**config.mk**
```make
export PLATFORM = sky130hd
export DESIGN_NAME = regfile_wb_arbiter
export DESIGN_NICKNAME = d
export VERILOG_FILES = /design/src/rtl/regfile_wb_arbiter.sv
export SDC_FILE = /design/constraint.sdc
export NUM_CORES = 1
export LEC_CHECK = 0
export ABC_CLOCK_PERIOD_IN_PS = 6500
export CAP_MARGIN = 20
export CELL_PAD_IN_SITES_DETAIL_PLACEMENT = 0
export CELL_PAD_IN_SITES_GLOBAL_PLACEMENT = 2
export CORE_ASPECT_RATIO = 0.5
export CORE_MARGIN = 4
export CORE_UTILIZATION = 25
export CTS_CLUSTER_SIZE = 40
export DETAILED_ROUTE_END_ITERATION = 12
export HOLD_SLACK_MARGIN = 0.06
export PLACE_DENSITY = 0.87
export SLEW_MARGIN = 5
export SYNTH_ARGS = -nofsm -noshare
export SYNTH_HDL_FRONTEND = slang
export SYNTH_SLANG_ARGS = --single-unit
export TNS_END_PERCENT = 30
```
**constraint.sdc**
```tcl
create_clock -name clk -period 6.5 [get_ports clk]
set_input_delay 0.975 -clock clk [delete_from_list [all_inputs] [get_ports clk]]
set_output_delay 0.975 -clock clk [all_outputs]
set_load 0.01 [all_outputs]
```
**src/rtl/regfile_wb_arbiter.sv**
```systemverilog
// Writeback arbiter for the register file write port: round-robin over ALU/MEM/FPU
// with a zero-cycle grant, a registered write port, and a busy scoreboard that stalls issue.
module regfile_wb_arbiter #(
    parameter int XLEN = 32
) (
    input  logic                      clk,
    input  logic                      rstn,
    input  logic                      issue_valid,
    input  logic [4:0]                issue_rd,
    input  logic [4:0]                issue_rs1,
    input  logic [4:0]                issue_rs2,
    output logic                      issue_ready,
    input  logic [2:0]                req_valid,
    input  logic [2:0][4:0]           req_rd,
    input  logic [2:0][XLEN-1:0]      req_data,
    output logic [2:0]                req_ready,
    output logic                      we3,
    output logic [4:0]                wa3,
    output logic [XLEN-1:0]           wd3,
    output logic [31:0]               busy
);

    logic [1:0]      r_last;
    logic            r_we3;
    logic [4:0]      r_wa3;
    logic [XLEN-1:0] r_wd3;
    logic [31:0]     r_busy;

    logic            w_xfer;
    logic [1:0]      w_gidx;
    logic [1:0]      w_scan;
    logic            w_issue_fire;
    logic [31:0]     w_busy_nxt;

    function automatic logic [1:0] nxt(input logic [1:0] p);
        return (p == 2'd2) ? 2'd0 : p + 2'd1;
    endfunction

    // First valid requester found scanning from the one after the last grant.
    always_comb begin
        w_xfer = 1'b0;
        w_gidx = 2'd0;
        w_scan = r_last;
        for (int k = 0; k < 3; k++) begin
            w_scan = nxt(w_scan);
            if (!w_xfer && req_valid[w_scan]) begin
                w_xfer = rstn;
                w_gidx = w_scan;
            end
        end
    end

    always_comb begin
        req_ready = 3'b000;
        if (w_xfer)
            req_ready[w_gidx] = 1'b1;
    end

    assign issue_ready  = rstn && !r_busy[issue_rs1] && !r_busy[issue_rs2] && !r_busy[issue_rd];
    assign w_issue_fire = issue_valid && issue_ready;

    // Clear from the committing write is applied first so a same-edge issue set wins.
    always_comb begin
        w_busy_nxt = r_busy;
        if (r_we3)
            w_busy_nxt[r_wa3] = 1'b0;
        if (w_issue_fire)
            w_busy_nxt[issue_rd] = 1'b1;
        w_busy_nxt[0] = 1'b0;
    end

    always_ff @(posedge clk) begin
        if (!rstn) begin
            r_last <= 2'd2;
            r_we3  <= 1'b0;
            r_wa3  <= 5'd0;
            r_wd3  <= '0;
            r_busy <= 32'd0;
        end else begin
            if (w_xfer) begin
                r_last <= w_gidx;
                r_wa3  <= req_rd[w_gidx];
                r_wd3  <= req_data[w_gidx];
            end
            r_we3  <= w_xfer && (req_rd[w_gidx] != 5'd0);
            r_busy <= w_busy_nxt;
        end
    end

    assign we3  = r_we3;
    assign wa3  = r_wa3;
    assign wd3  = r_wd3;
    assign busy = r_busy;

endmodule

```
# Word-level counts from Yosys, hierarchy flattened
# Cells that the tools add are included.
# classes
add_sub_neg	3
magnitude_cmp	11
eq_ne	3
n_mux	34
bitwise	3
n_reduce_logical	16
# ops
operator	n
$mux 32	3
$bmux 32 s2	1
$and 32x32->32	1
$not 32->32	1
$or 32x32->32	1
$lt 5x6->1 const B	4
$bmux 1 s5	3
$lt 2x3->1 const B	4
$mux 1	12
$mux 2	6
$bmux 5 s2	1
$demux 1 s5	2
$ge 5x1->1 const B	2
$logic_and 1x1->1	10
$add 2x1->2 const B	3
$bmux 1 s2	3
$eq 2x2->1 const B	3
$logic_not 1->1	5
$mux 5	1
$reduce_bool 5->1	1
$mux 3	1
$demux 1 s2	1
$ge 2x1->1 const B	1
# word_totals
reg_bits	72
in_bits	132
out_inout_bits	74

# Logic depth before layout (Yosys ltp)
# Gate-level depths: netlist of the first run.
# depth
depth_word	16
depth_mapped	9

# Least setup slack after synthesis of the first run
# Ideal clock, no wire load.
# synth_timing
kind	input to output
from	input issue_rs1[2]
to	output issue_ready
t_arrival_ps	2772
required_ps	5525
setup_slack_ps	2753
path_stages	7
cell_sequence	clkbuf_1 buf_2 mux4_2 and2_2 o31ai_4 nand3_1 nor4_1
# synth_via
elab_chain_len	6
# synth_lines
item	line_no	rtl
from (decl)	10	input logic [4:0] issue_rs1,
$bmux 1 s5	59	assign issue_ready = rstn && !r_busy[issue_rs1] && !r_busy[issue_rs2] && !r_busy[issue_rd];
$mux 1 (implied by the code)	59	
$logic_not 1->1	59	
$logic_and 1x1->1 (3 in series)	59	
to (decl)	12	output logic issue_ready,
# No other way between the ends. The select of a mux whose other input is x is not followed.

# Worst setup path in the final report of the first run
# layout_timing
from	input issue_rd[1]
to	output issue_ready
# layout_via
elab_chain_len	4
# layout_lines
item	line_no	rtl
from (decl)	9	input logic [4:0] issue_rd,
$bmux 1 s5	59	
$mux 1 (implied by the code)	59	
$logic_not 1->1	59	
$logic_and 1x1->1	59	
# No other way between the ends. The select of a mux whose other input is x is not followed.

==> qor.txt, run 1 <==
DRT iter0 DRCs - 293
CTS hold repair buffers - 0
CTS tree - done
Synth top area share - 30.58%
Drt wl/cell - 18.33 um
GR Util met1 - 19.78%
Fin crit share - 77.60%
First-pass GRT wire length - 26330 um
Dominant synthesized flop cell - dfxtp_1
Area delta synth->final - 52.49%
Crit start category - input port
Syn Area/Cell - 8.922 um2
Top post-synthesis cells by area - dfxtp_1 (31%), mux2i_1 (15%), o211ai_1 (10%)
Final HPWL DP - 12930 um
Simple-Gate Fraction of Synth Area - 17.09%
Max stage delay cell, worst path - clkdlybuf4s50_1
Sequential fraction of the synthesis area - 30.58%
Full die area - 20970 um2
Worst Path Arrival - 4.07 ns
Compound-Gate Fraction of Synth Area - 26.06%
Tot GR Track Use - 15.52%
Power Total - 1352 uW
PortBufs - 204
Post-synth top area cell - dfxtp_1
Hold Worst Slack - 0.4514 ns
Vias in the first global route - 4605
Status - finished, final reports clean
Clk slew on worst S/H paths - 0.06 ns
Via count - 4743
Largest net degree at the start of global routing - 71
H-Tree Depth - 3
Synthesized flop and latch total - 71
Clock sink total - 71
Most frequent cell on the critical path - clkdlybuf4s50_1
Share of cells above drive strength 1 - 9.986%
Unrepaired setup endpoints after global routing - false
Post-cts resize count - 0
Layout net count - 828
Setup Viol. Count Final - 0
Remaining DRCs - 0
Postcts setup bufs - 0
Final Max Tran Viols - 0
Maximum VDD drop - 118.4 uV
NetSw - 374.9 uW
TritonCTS Buffers - 9
Total inserted antenna cells - 0
Place WS - 1.488 ns
Req. time, crit path - 5.52 ns
Switch share - 27.73%
Hold Path Class - register to register
PnR worst setup slack - 1.456 ns
Internal cell power - 976.9 uW
Yosys Warn Count - 0
Slew Limit Headroom - 42.93%
Final GP Congestion - 0.8394
M3 GR Usage - 4.424%
WS Path Type - input port to output pin
Post-synth EDFFs - 0
Mux contribution to synthesized area - 19.22%
Worst Max-Slew Pin Slew - 0.8534 ns
Setup TNS Final - 0 ns
FMAX - 198.2 MHz
Worst-Skew Late Latency - 0.33 ns
Num rows - 34
Core area - 17780 um2
Initial antenna violation count - 0
Final hold vios - 0
Critical Path Max Stage Delay - 0.72 ns
I/O pin count - 206
Vias per cell - 5.073
Critical path, cell by cell - clkdlybuf4s50_1 > buf_4 > mux4_2 > o2111ai_1 > and4_4 > nand3_1 > nor4_1 > clkdlybuf4s50_1
Die Wd - 200.8 um
CP Max Fanout - 14
Post-synthesis adder-cell area fraction - 0%
XOR/XNOR share of the synthesized area - 0.1884%
Tmin final - 5.044 ns
Largest family of logic cells by synthesized area - compound AO/OA/AOI/OAI gates
Clock Root Buffer - clkbuf_16
Reg power frac - 35.4%
Gr busiest metal - met2
Post-Syn Nets - 653
PD cells - 190.7 nW/um2
Post-Synthesis Cells - 521
CP endpoint kind - output pin
Async SR Flop Fraction - 0%
Gate power share - 25.0%
Die height - 104.4 um
Routed Wire Length - 17140 um
Cell Area, Synth - 4648 um2
Initial DRT Pass Iterations - 4
Initial Utilization - 26.14%
Clock skew - 0.008439 ns
MaxCap Viol Count - 0
Clock power frac - 39.6%
M2 GR Usage - 26.11%
Routed Antenna Nets - 0
CTS max path bufs - 2
Grt total ovfl - 0
Post-synthesis cell type count - 58
P_leak - 0.002656 uW
## state kept, by name (all words and copies together), names as in the netlist
register	cells
busy	31
r_last	2
wa3	5
wd3	32
we3	1
## power by group through the flow
stage	Sequential (uW)	Clock, uW	Combinational [uW]
6_report	478	535	338
4_1_cts	478	554	342
2_1_floorplan	491	0	168
3_3_place_gp	486	0	342
3_5_place_dp	488	0	341
5_1_grt	482	574	367
## cell type report
type	instances	area (um2)
Fill cell	1807	10690
Multi-Input combinational cell	398	2934
Timing Repair Buffer	212	2102
Sequential cell	71	1421
Tap cell	234	292.8
Clock buffer	10	229.0
Clock inverter	6	93.84
Inverter	4	15.01
## cells in the final DEF, fill, tap and decap left out, types with 9 or more instances in the layout
master             n
o41ai_2           12
clkbuf_16          9
mux2i_1           69
a21oi_1           38
clkdlybuf4s50_1  204
nand3_1           16
o211ai_1          63
dfxtp_1           71
o31ai_1           16
nand2_1           86
## worst max-delay path, delay by kind of cell
kind,cells,cell delay [ns]
muxes,1,0.52
AOI/OAI and AO/OA,1,0.28
buffers and inverters,3,1.65
and+or+nand+nor,3,0.63
## worst paths after layout
| path | startpoint | to | slack, ns | cells after the start |
|---|---|---|---|---|
| min | wd3[3]$_SDFFE_PN0P_ | wd3[3]$_SDFFE_PN0P_ | 0.45 | 2 |
| max reg2reg | busy[27]$_SDFF_PN0_ | busy[4]$_SDFF_PN0_ | 3.84 | 5 |
| min reg2reg | wd3[3]$_SDFFE_PN0P_ | wd3[3]$_SDFFE_PN0P_ | 0.45 | 2 |
| max | issue_rd[1] | issue_ready | 1.46 | 8 |
## metal layers
layer  wire length [um]  share of wire, %  vias up
met5                  0                 0        -
met4                220               1.3        0
met3               1283               7.5       22
met2               8100                47      166
met1               7536                44     2226
li1                   -                 -     2329
## metrics by stage
stage	utilization (%)	cell area [um2]	std cells
floorplan	-	4648	521
global placement	38.05	6765	919
detailed placement	38.05	6765	919
CTS	39.86	7088	935
global route	39.86	7088	935
finish	39.86	7088	935
## kinds of logic after synthesis
group           Yosys count
buf+inv                  52
compound gates          158
mux                      81
simple gates            157
flops                    71
other cells               1
xor+xnor                  1
## cells in the mapped netlist, types with 5 or more instances
cell type,count
clkbuf_1,24
a22oi_1,5
nand3_1,16
mux4_2,6
mux2_2,6
nand3b_1,6
nor2b_1,7
nand2b_1,5
o31ai_1,16
o211ai_1,63
buf_2,7
nor2_1,9
buf_6,6
o41ai_2,12
nand2_1,87
a21oi_1,38
nor3_1,5
dfxtp_1,71
o21ai_0,7
clkbuf_8,5
mux2i_1,69
No activity file was read; power rests on OpenSTA's default activity.
==> run 2: changes to the inputs <==
Settings changed: ABC_CLOCK_PERIOD_IN_PS 6500 to 4400, CORE_UTILIZATION 25 to 21, PLACE_DENSITY 0.87 to 0.78.
Clock period 6.5 ns to 4.4 ns, I/O delays scaled along.
==> run 2 against run 1 <==
Effect of this change:
- sequential share of layout area fell by 0.42 points
- hold slack improved by 0.0011 ns
- cell area rose by 2.1%
- global-route usage fell by 1.2 points
- clock power rose by 49%
- critical endpoint unchanged
==> qor.txt, run 2 (same netlist as run 1, synthesis figures left out) <==
Status - finished, final reports clean
Postcts setup bufs - 0
CP top delay family - buffers and inverters
CTS tree - done
PortBufs - 204
Full die area - 24720 um2
Post-Layout Cell Count - 1010
Max reg flops - 32
Slew Limit Headroom - 61.84%
MaxCap Viol Count - 0
Grt total ovfl - 0
Tot GR Track Use - 14.33%
PnR worst setup slack - 0.3669 ns
Most frequent cell on the critical path - clkdlybuf4s50_1
Fin crit share - 91.66%
Share of cells above drive strength 1 - 11.41%
Maximum VDD drop - 172.9 uV
Metal-1 WL - 8108 um
Vias per cell - 4.718
CP bufs+invs - 3
Clk slew on worst S/H paths - 0.06 ns
TritonCTS Buffers - 9
Setup TNS Final - 0 ns
FMAX - 247.9 MHz
DRT iter0 DRCs - 207
Final Max Tran Viols - 0
Worst Path Arrival - 3.37 ns
Post-cts resize count - 0
Met2 WL post-DR - 8988 um
Fillers - 2325
H-Tree Depth - 3
CTS hold repair buffers - 0
Hold Path Class - register to register
CP endpoint kind - output pin
Final GP Congestion - 0.8207
Met3 WL post-DR - 921 um
DR top layer - met4
Commonest non-fill, non-tap cells in the layout - clkdlybuf4s50_1 (204), nand2_1 (86), dfxtp_1 (71)
Total inserted antenna cells - 0
DP Cell Count - 994
Largest net degree at the start of global routing - 48
WS Path Type - input port to output pin
I/O pin count - 206
Final HPWL DP - 13760 um
Initial DRT Pass Iterations - 4
CP Max Fanout - 16
PD cells - 278.7 nW/um2
Req. time, crit path - 3.74 ns
First-pass GRT wire length - 28100 um
Worst Max-Slew Pin Slew - 0.5712 ns
Remaining DRCs - 0
CTS max path bufs - 2
Worst-Skew Late Latency - 0.34 ns
Die Wd - 218.4 um
Commonest non-fill, non-tap cell in the layout - clkdlybuf4s50_1
Core area - 21730 um2
Routed Antenna Nets - 0
Critical Path Max Stage Delay - 0.62 ns
Place WS - 0.4273 ns
Clock sink total - 71
Final hold vios - 0
P_leak - 0.002701 uW
Area delta synth->final - 55.72%
Vias in the first global route - 4907
Layout net count - 837
Via count - 4765
Drt wl/cell - 18.12 um
Initial antenna violation count - 0
Max stage delay cell, worst path - clkdlybuf4s50_1
Die height - 113.2 um
Unrepaired setup endpoints after global routing - false
Clock skew - 0.01132 ns
Setup Viol. Count Final - 0
Crit start category - input port
Routed Wire Length - 18310 um
Clock Root Buffer - clkbuf_16
Tmin final - 4.033 ns
Critical path, cell by cell - clkdlybuf4s50_1 > buf_4 > mux2i_1 > nor3_1 > or4_4 > nor4_1 > clkdlybuf4s50_1
Initial Utilization - 21.39%
Num rows - 38
run 2: cell types whose count changed in the layout (fill, tap and decap cells not counted):
cell,previous run,this run
buf_4,8,17
clkinv_2,0,2
nand2b_2,0,1
nand2b_1,5,4
clkinv_4,2,1
clkbuf_1,1,0
run 2: through the flow:
step                utilization (%)  power, uW  hold WS, ns  cell area, um2
global route                  33.31       2121       0.4638            7238
CTS                           33.31       2058       0.4541            7238
finish                        33.31       2017       0.4525            7238
detailed placement            31.84       1239       0.4463            6918
global placement              31.84       1237       0.4424            6918
floorplan                         -      973.6       0.4805            4648
run 2: worst paths after layout:
kind,cells after the start,startpoint,endpoint,slack (ns)
worst max-delay path,7,issue_rd[1],issue_ready,0.37
worst min-delay path,2,wd3[28]$_SDFFE_PN0P_,wd3[28]$_SDFFE_PN0P_,0.45
worst max register to register,5,busy[27]$_SDFF_PN0_,busy[4]$_SDFF_PN0_,1.72
worst min register to register,2,wd3[28]$_SDFFE_PN0P_,wd3[28]$_SDFFE_PN0P_,0.45
run 2: layer usage:
metal | vias up | global-route usage [%]
met4 | 0 | 3.660
met1 | 2266 | 18.00
met3 | 18 | 3.515
met2 | 143 | 24.79
li1 | 2338 | -
met5 | - | 0
run 2: worst register-to-register path, delay by kind of cell (launching register included):
| family | cells | cell delay, ns |
|---|---|---|
| mux | 1 | 0.52 |
| flops | 1 | 0.39 |
| compound gates | 2 | 0.91 |
| simple gates | 2 | 0.76 |
run 2: final cells by class:
| cell class | count | area [um2] | share of cell area [%] |
|---|---|---|---|
| clock buffer | 9 | 225.2 | 3.111 |
| clock inverter | 7 | 95.09 | 1.314 |
| inverter | 4 | 15.01 | 0.2074 |
| multi-input combinational | 398 | 2937 | 40.57 |
| sequential | 71 | 1421 | 19.64 |
| tap | 300 | 375.4 | 5.186 |
| timing repair buffer | 221 | 2170 | 29.97 |
run 2: power breakdown:
group	switching (uW)	internal, uW	leakage, uW
clock network	300	497	0.000156
registers	30.4	677	0.000580
logic	241	271	0.00197
==> run 3: changes to the inputs <==
Settings changed: CORE_MARGIN 4 to unset, PLACE_DENSITY 0.78 to 0.75.
==> run 3 against run 2 <==
Effect of this change:
- critical path type unchanged
- cell area down 0.16%
- sequential cell count unchanged
- hold slack about the same
- highest routed layer unchanged
- core utilization about the same
==> qor.txt, run 3 (same netlist as run 1, synthesis figures left out) <==
TritonCTS Buffers - 9
NetSw - 555.2 uW
Max stage delay cell, worst path - clkdlybuf4s50_1
Final Max Tran Viols - 0
Tmin final - 3.967 ns
Largest net degree at the start of global routing - 39
Tot GR Track Use - 14.90%
CP endpoint kind - output pin
Status - finished, final reports clean
CTS tree - done
DRT iter0 DRCs - 236
Max reg flops - 32
Gr busiest metal - met2
Worst Max-Slew Pin Slew - 0.5402 ns
H-Tree Depth - 3
Switch share - 27.79%
Die height - 107.2 um
Initial DRT Pass Iterations - 6
Clock Root Buffer - clkbuf_16
Initial antenna violation count - 0
Worst Path Arrival - 3.31 ns
Die Wd - 212.4 um
Full die area - 22770 um2
Slew Limit Headroom - 63.92%
Total inserted antenna cells - 0
Post-Layout Cell Count - 1008
Crit start category - input port
P_leak - 0.002689 uW
PortBufs - 204
GR Util met1 - 18.91%
Remaining DRCs - 0
Fillers - 2327
Final HPWL DP - 12820 um
Hold Path Class - register to register
Final GP Congestion - 0.8548
M2 GR Usage - 25.61%
Commonest non-fill, non-tap cell in the layout - clkdlybuf4s50_1
DP Cell Count - 992
Clk slew on worst S/H paths - 0.05 ns
Gate power share - 25.3%
FMAX - 252.1 MHz
Grt total ovfl - 0
Fin crit share - 90.16%
CTS max path bufs - 2
CP Max Fanout - 8
Postcts setup bufs - 0
Core area - 21680 um2
CTS hold repair buffers - 0
PD cells - 276.4 nW/um2
Drt wl/cell - 16.88 um
Maximum VDD drop - 175.6 uV
Unrepaired setup endpoints after global routing - false
Final hold vios - 0
Post-cts resize count - 0
MaxCap Viol Count - 0
Worst-Skew Late Latency - 0.33 ns
Hold Worst Slack - 0.4524 ns
PnR worst setup slack - 0.4328 ns
Setup Viol. Count Final - 0
Vias per cell - 4.768
Routed Wire Length - 17020 um
Routed Antenna Nets - 0
Internal cell power - 1442 uW
Via count - 4806
Clock sink total - 71
Place WS - 0.4563 ns
Critical path, cell by cell - clkdlybuf4s50_1 > buf_4 > mux2i_1 > a22oi_1 > nand3_1 > and4_4 > nand3_1 > nor4_1 > clkdlybuf4s50_1
First-pass GRT wire length - 26280 um
Commonest non-fill, non-tap cells in the layout - clkdlybuf4s50_1 (204), nand2_1 (86), dfxtp_1 (71)
I/O pin count - 206
Initial Utilization - 21.44%
Clock power frac - 39.3%
Area delta synth->final - 55.48%
Reg power frac - 35.4%
M3 GR Usage - 3.105%
WS Path Type - input port to output pin
Clock skew - 0.008943 ns
Num rows - 38
Setup TNS Final - 0 ns
Layout net count - 835
Vias in the first global route - 4640
Critical Path Max Stage Delay - 0.75 ns
Share of cells above drive strength 1 - 10.88%
Req. time, crit path - 3.74 ns
-- run 3: changes by cell type in the layout (fill, tap and decap cells not counted) --
cell,change
clkbuf_1,+1
clkinvlp_4,+1
clkinv_4,-1
nand2b_1,+1
nand2b_2,-1
buf_12,+1
buf_4,-3
inv_6,-1
-- run 3: power groups by stage --
stage / logic (uW) / registers [uW] / clock network, uW
4_1_cts: 513 / 708 / 817
5_1_grt: 552 / 712 / 850
2_1_floorplan: 248 / 725 / 0
6_report: 505 / 707 / 785
3_3_place_gp: 511 / 720 / 0
3_5_place_dp: 512 / 722 / 0
-- run 3: stage by stage --
stage | power [uW] | instance area, um2 | util (%)
5_1_grt | 2114 | 7227 | 33.33
4_1_cts | 2039 | 7227 | 33.33
3_5_place_dp | 1234 | 6913 | 31.88
3_3_place_gp | 1231 | 6913 | 31.88
6_report | 1998 | 7227 | 33.33
2_1_floorplan | 973.6 | 4648 | -
-- run 3: area by class of cell --
type / instances / area (um2) / share of cell area (%)
Inverter: 4 / 15.01 / 0.2078
Sequential cell: 71 / 1421 / 19.67
Clock buffer: 10 / 229.0 / 3.168
Timing Repair Buffer: 219 / 2167 / 29.99
Multi-Input combinational cell: 398 / 2934 / 40.60
Tap cell: 300 / 375.4 / 5.194
Clock inverter: 6 / 85.08 / 1.177
-- run 3: final timing paths --
kind	from	endpoint	slack, ns	depth (start not counted)
worst max-delay path	issue_rs1[2]	issue_ready	0.43	9
worst min-delay path	wd3[26]$_SDFFE_PN0P_	wd3[26]$_SDFFE_PN0P_	0.45	2
worst max register to register	busy[27]$_SDFF_PN0_	busy[4]$_SDFF_PN0_	1.77	5
worst min register to register	wd3[26]$_SDFFE_PN0P_	wd3[26]$_SDFFE_PN0P_	0.45	2
-- run 3: critical path: cells and delay by family --
| family | cells | cell delay, ns |
|---|---|---|
| buf+inv | 3 | 1.64 |
| simple gates | 4 | 0.70 |
| mux | 1 | 0.19 |
| compound gates | 1 | 0.11 |
-- run 3: routing by layer --
| layer | part of all wire, % | routed length [um] | vias to the layer above |
|---|---|---|---|
| li1 | - | - | 2344 |
| met1 | 45 | 7639 | 2298 |
| met2 | 48 | 8168 | 147 |
| met3 | 5.9 | 1004 | 17 |
| met4 | 1.2 | 206 | 0 |
| met5 | 0 | 0 | - |
